`src/rtl/pa_bank_sweep_sequencer_pkg.sv`:
```
// Shared widths, state encoding and config check for the PA bank sweep sequencer.
package pa_pkg;

  localparam int IDX_W     = 16;
  localparam int BANK_W    = 4;
  localparam int STG_W     = 8;
  localparam int CYC_W     = 12;
  localparam int NUM_BANKS = 16;
  localparam int ADDR_W    = IDX_W - BANK_W;
  localparam int TOT_W     = STG_W + CYC_W;

  localparam logic [TOT_W-1:0] MAX_TOTAL = TOT_W'(2 ** IDX_W);

  typedef enum logic [1:0] {
    ST_IDLE = 2'd0,
    ST_RUN  = 2'd1,
    ST_DONE = 2'd2
  } state_e;

  // A pass is legal only when it has at least one beat and fits the index space.
  function automatic logic cfg_legal(input logic [STG_W-1:0] num_stages,
                                     input logic [CYC_W-1:0] cyc_per_stage);
    logic [TOT_W-1:0] total;
    total = TOT_W'(num_stages) * TOT_W'(cyc_per_stage);
    return (total != '0) && (total <= MAX_TOTAL);
  endfunction

endpackage

```
`src/rtl/pa_bank_sweep_sequencer_counter.sv`:
```
// Nested cycle/stage counter plus the linear access index for one sweep pass.
module pa_stage_cycle_counter
  import pa_pkg::*;
(
  input  logic             clk,
  input  logic             rst,
  input  logic             clear,
  input  logic             en,
  input  logic [STG_W-1:0] num_stages,
  input  logic [CYC_W-1:0] cyc_per_stage,
  output logic [IDX_W-1:0] index,
  output logic [STG_W-1:0] stage,
  output logic             stage_last,
  output logic             last
);

  logic [CYC_W-1:0] cycle;

  assign stage_last = (cycle == cyc_per_stage - CYC_W'(1));
  assign last       = stage_last && (stage == num_stages - STG_W'(1));

  // NOTE: every flop here uses non-blocking assignment so all counters update
  // from the same pre-edge values; the reset branch is asynchronous.
  always_ff @(posedge clk or posedge rst) begin
    if (rst) begin
      index <= '0;
      cycle <= '0;
      stage <= '0;
    end else if (clear) begin
      index <= '0;
      cycle <= '0;
      stage <= '0;
    end else if (en) begin
      // Index is a plain increment so non-power-of-2 stages never skip addresses.
      index <= index + IDX_W'(1);
      if (stage_last) begin
        cycle <= '0;
        stage <= stage + STG_W'(1);
      end else begin
        cycle <= cycle + CYC_W'(1);
      end
    end
  end

endmodule

```
`src/rtl/pa_bank_sweep_sequencer.sv`:
```
// Streams {stage, cycle} accesses to the 16-bank key/coefficient RAM, split mod-16 into bank/address.
module pa_bank_sweep_sequencer
  import pa_pkg::*;
(
  input  logic              clk,
  input  logic              rst,
  input  logic              start,
  input  logic [STG_W-1:0]  num_stages,
  input  logic [CYC_W-1:0]  cyc_per_stage,
  input  logic              abort,
  input  logic              acc_ready,
  output logic              acc_valid,
  output logic [BANK_W-1:0] acc_bank,
  output logic [ADDR_W-1:0] acc_addr,
  output logic [STG_W-1:0]  acc_stage,
  output logic              acc_stage_last,
  output logic              acc_last,
  output logic              busy,
  output logic              done,
  output logic              cfg_err
);

  state_e           state_q, state_d;
  logic [STG_W-1:0] ns_q;
  logic [CYC_W-1:0] cyc_q;
  logic             cfg_err_q;
  logic             start_ok, start_bad;
  logic             handshake, cnt_en;
  logic [IDX_W-1:0] index;
  logic [STG_W-1:0] stage;
  logic             stage_last, last;

  assign start_ok  = start && (state_q == ST_IDLE) &&  cfg_legal(num_stages, cyc_per_stage);
  assign start_bad = start && (state_q == ST_IDLE) && !cfg_legal(num_stages, cyc_per_stage);
  assign handshake = (state_q == ST_RUN) && acc_ready;
  // The final beat stays on the outputs, so the index never wraps past 0xFFFF.
  assign cnt_en    = handshake && !abort && !last;

  pa_stage_cycle_counter u_counter (
    .clk           (clk),
    .rst           (rst),
    .clear         (start_ok),
    .en            (cnt_en),
    .num_stages    (ns_q),
    .cyc_per_stage (cyc_q),
    .index         (index),
    .stage         (stage),
    .stage_last    (stage_last),
    .last          (last)
  );

  always_ff @(posedge clk or posedge rst) begin
    if (rst) begin
      state_q   <= ST_IDLE;
      ns_q      <= '0;
      cyc_q     <= '0;
      cfg_err_q <= 1'b0;
    end else begin
      state_q   <= state_d;
      cfg_err_q <= start_bad;
      if (start_ok) begin
        ns_q  <= num_stages;
        cyc_q <= cyc_per_stage;
      end
    end
  end

  // NOTE: state_d gets a default before the case so no path infers a latch.
  always_comb begin
    state_d = state_q;
    unique case (state_q)
      ST_IDLE: if (start_ok) state_d = ST_RUN;
      ST_RUN: begin
        // Abort outranks a simultaneous final-beat handshake.
        if (abort)                  state_d = ST_IDLE;
        else if (handshake && last) state_d = ST_DONE;
      end
      ST_DONE: state_d = ST_IDLE;
      default: state_d = ST_IDLE;
    endcase
  end

  always_comb begin
    acc_valid = 1'b0;
    busy      = 1'b0;
    done      = 1'b0;
    unique case (state_q)
      ST_RUN: begin
        acc_valid = 1'b1;
        busy      = 1'b1;
      end
      ST_DONE: begin
        busy = 1'b1;
        done = 1'b1;
      end
      default: ;
    endcase
  end

  assign acc_bank       = index[BANK_W-1:0];
  assign acc_addr       = index[IDX_W-1:BANK_W];
  assign acc_stage      = stage;
  assign acc_stage_last = acc_valid && stage_last;
  assign acc_last       = acc_valid && last;
  assign cfg_err        = cfg_err_q;

endmodule

```
`config.mk`:
```
export PLATFORM = sky130hd
export DESIGN_NAME = pa_bank_sweep_sequencer
export DESIGN_NICKNAME = d
export VERILOG_FILES = /design/src/rtl/pa_bank_sweep_sequencer_pkg.sv /design/src/rtl/pa_bank_sweep_sequencer_counter.sv /design/src/rtl/pa_bank_sweep_sequencer.sv
export SDC_FILE = /design/constraint.sdc
export NUM_CORES = 1
export LEC_CHECK = 0
export CAP_MARGIN = 10
export CORE_MARGIN = 2
export CORE_UTILIZATION = 55
export CTS_CLUSTER_DIAMETER = 50
export DETAILED_ROUTE_END_ITERATION = 8
export DONT_BUFFER_PORTS = 1
export PLACE_DENSITY = 0.75
export SLEW_MARGIN = 20
export SYNTH_ARGS = -nofsm -noshare
export SYNTH_HDL_FRONTEND = slang
export SYNTH_HIERARCHICAL = 1
export SYNTH_SLANG_ARGS = --single-unit
```
`constraint.sdc`:
```
create_clock -name clk -period 7.7 [get_ports clk]
set_clock_uncertainty 0.1 [all_clocks]
set_input_delay 1.54 -clock clk [delete_from_list [all_inputs] [get_ports clk]]
set_output_delay 1.54 -clock clk [all_outputs]
set_load 0.01 [all_outputs]
```
==> impl_metrics.toml <==
[power_and_ir_drop]
powerDensity_nw_per_um2 = 324
vdd_drop_max_mv = 0.197
p_leak_nw = 3.41

[worst_setup_path]
ff2ff_path_depth = 11
arrival_ns = 7.48
r2r_start = "cyc_q[2]$_DFFE_PP0P_"
end_kind = "register"
critPathSlowestCell = "or4b_4"
crit_path_max_fanout = 13
critPathMaxStageDelay_ns = 0.56
r2r_end = "u_counter/stage[0]$_DFFE_PP0P_"
setup.worst_path.start_class = "primary input"
path_cells = "and2_4 -> fa_1 -> inv_1 -> fa_1 -> fa_1 -> inv_1 -> fa_1 -> ha_1 -> nor3b_2 -> a221oi_1 -> o2111ai_1 -> or4b_4 -> nor4_4 -> nand4bb_2 -> a211oi_2 -> and2_4 -> nor2_1 -> nor3_2 -> nand4_1 -> buf_4 -> nor3_2 -> xnor2_1 -> nor2_1"
r2r_slack_ns = 2.85
path_class = "in -> reg"
crit_top_cell = "fa_1"
cp.required_ns = 7.79

[grt]
grt-ovfl-total = 0
grt_first_pass_wirelength_um = 27000
antenna_found_initial = 0
grt_max_degree = 46
grt_pass1_vias = 5531
grt_use_total_pct = 25.3

[final_layout]
final_core_util_pct = 59.6
final_layout_size_suffix_gt1_share_pct = 11.1
final_area_um2 = 7420
area.growth.synth_to_final_pct = 6.67
fin_nets = 876
n_antenna_cell = 0
stdcell_count = 919
fillers = 1094

[route]
vias = 5459
drt-initial-drc-count = 453
ant_nets = 0
first_pass_iters = 5
routedWlPerCell_um = 17.8
wl_um = 16400
viasPerCell = 5.94
drcViolationCount = 0

[clock_network]
numClockSinks = 59
holdBufCountCts = 0
cts_tree = "yes"
numCtsBuffers = 9
clk_latency_ns = 0.32
h-tree-depth = 3
clk_path_buf_depth = 2
clk_pin_slew_worst_paths_ns = 0.05
cts-root-buf = "clkbuf_16"

[synthesis]
synth-seq-cells = 59
synth_ff_type = "dfrtp_1"
netlist_area_um2 = 6960
synth_xor_area_share_pct = 5.16
yosys.cell_types.count = 82
synthCells = 750
seq_area_frac_synth_pct = 21.2
synth_edf_count = 0
synth_top_family_by_area = "adder cells"
synth_area_per_cell_um2 = 9.28
yosys_warnings = 6
synth_nets = 883
synthMuxAreaShare_pct = 5.88
synthAdderAreaFrac_pct = 25.9
synthArstFlopShare_pct = 100
synth-simple-area-share_pct = 23.1
synth_compound_area_share_pct = 11.2

[sta]
finalCritPeriodShare_pct = 95.9
slew_viol_final = 0
maxSlewHeadroom_pct = 40.2
max_freq_mhz = 135
layout_min_cycle_time_ns = 7.38
worst_pin_slew_ns = 0.895
fin_ws_ns = 0.316
setup_viol = 0
rsz0062_at_grt = "no"
hold_violations = 0
timing.setup.tns_ns = 0

[run]
drv_cap = 0

[place]
placedCellCount = 902
place_hpwl_um = 13000
place_area_um2 = 7100
place_ws_ns = 0.00701
gp_congestion = 0.941
port_buffers = 0

[floorplanning]
die_w_um = 116
fp.coreArea_um2 = 12500
rows = 41
design.die.area_um2 = 13600
start_util_pct = 55.8
io_pins = 55
die-height_um = 116

[worst_hold_path]
hold_path_end = "ns_q[1]$_DFFE_PP0P_"
hp-start = "ns_q[1]$_DFFE_PP0P_"
hold_depth = 1
hp-class = "reg -> reg"

[outcome]
status = "complete, no violations"
[what timing repair did]
action | 4_1_cts | 5_1_grt
hold endpoints to repair | 0 | 0
buffers inserted | 0 | 2
gates resized for setup | 0 | 1
setup endpoints to repair | 0 | 1
[cell usage after synthesis, types with 6 or more instances]
master     n  area, µm²
dfrtp_1   59       1480
clkbuf_1  17       63.8
nand3_1   16       80.1
ha_1      48        601
nor2_1    34        128
a21oi_1   22        110
a21o_1     9       67.6
mux2_1     6       67.6
nor3_1    23        115
o21a_1     6       45.0
mux2_4    20        300
o21ai_0   10       50.1
or3_1     10       62.6
inv_1     82        308
xnor2_1   20        175
nor4_2     6       75.1
nand2_1   81        304
nand4_1   14       87.6
a31oi_1    6       37.5
and2_1    52        325
fa_1      60       1200
xor2_1    21        184
nand2b_1   9       56.3
nor2b_1    9       56.3
buf_6      9        101
[layer usage]
metal | global-route usage [%] | share of wire (%) | up-vias
li1 | - | - | 2549
met5 | 0 | 0 | -
met3 | 5.35 | 5.2 | 35
met2 | 44.3 | 52 | 154
met1 | 30.9 | 41 | 2721
met4 | 9.13 | 2.3 | 0
[report_power, final]
| group | switching, mW | total, mW | internal (mW) |
|---|---|---|---|
| sequential | 0.121 | 0.505 | 0.384 |
| clock | 0.130 | 0.395 | 0.265 |
| combinational | 0.834 | 1.51 | 0.672 |
| total | 1.08 | 2.41 | 1.32 |
[kinds of logic (layout without fill, tap and decap cells)]
family | Yosys count | count (layout)
AND/OR/NAND/NOR | 289 | 289
buffers and inverters | 117 | 114
adder cells (fa/ha/maj) | 108 | 108
AO/OA/AOI/OAI | 106 | 106
flip-flops | 59 | 59
XOR/XNOR | 41 | 41
multiplexers | 30 | 30
[layout make-up]
class                      instances  area (µm²)  share of cell area, %
clock buffer                      13         260                   3.51
tap                              172         215                   2.90
sequential                        59        1480                   19.9
inverter                          82         308                   4.15
clock inverter                     2        35.0                  0.472
timing repair buffer              17         128                   1.72
multi-input combinational        574        5000                   67.4
[cells in the final DEF (no fill, tap or decap), types with 3 or more instances in the layout]
cell type / instances
and2_1: 50
mux2_4: 20
inv_1: 82
nor4_1: 5
nor4_4: 3
a21oi_1: 22
nor3_1: 21
o21ai_0: 10
o32ai_1: 3
or3_1: 10
mux2_1: 6
nand3_1: 16
nand2b_1: 9
a211o_1: 3
o21bai_1: 3
xor2_1: 21
a311oi_1: 4
and3_1: 3
nor4_2: 5
o21a_1: 6
clkbuf_16: 9
a31oi_1: 6
nor2b_1: 9
buf_4: 17
mux2i_1: 3
o211ai_1: 4
nand2_1: 81
fa_1: 60
dfrtp_1: 59
xnor2_1: 20
nor2_1: 34
a21o_1: 9
nand4_1: 14
or4_1: 4
ha_1: 48
[sequential cells by signal, summed over array words and instances, names as in the netlist]
signal           count
u_counter/index     16
cyc_q               12
u_counter/cycle     12
ns_q                 8
u_counter/stage      8
state_q              2
cfg_err              1
[critical path: cells and delay by family]
family	cells	cell delay (ns)
buffers and inverters	3	0.33
AOI/OAI and AO/OA	3	0.72
adders and majority gates	5	2.36
xor gates and xnor gates	1	0.14
and+or+nand+nor	11	2.37
[how the worst max path moves through the flow]
stage                       start                               to  slack, ns
CTS                 num_stages[4]  u_counter/index[11]$_DFFE_PP0P_       0.30
global placement    num_stages[4]  u_counter/index[11]$_DFFE_PP0P_       0.15
detailed placement  num_stages[4]  u_counter/index[11]$_DFFE_PP0P_      0.007
floorplan           num_stages[4]  u_counter/index[13]$_DFFE_PP0P_      0.004
global route        num_stages[4]  u_counter/index[15]$_DFFE_PP0P_       0.04
finish              num_stages[4]  u_counter/index[15]$_DFFE_PP0P_       0.32
[stage by stage]
stage | power, mW | hold WS, ns
2_1_floorplan | 1.72 | 0.389
3_3_place_gp | 1.96 | 0.408
3_5_place_dp | 1.99 | 0.422
4_1_cts | 2.40 | 0.431
5_1_grt | 2.61 | 0.451
6_report | 2.41 | 0.433
Power figures use the tool's default switching activity.
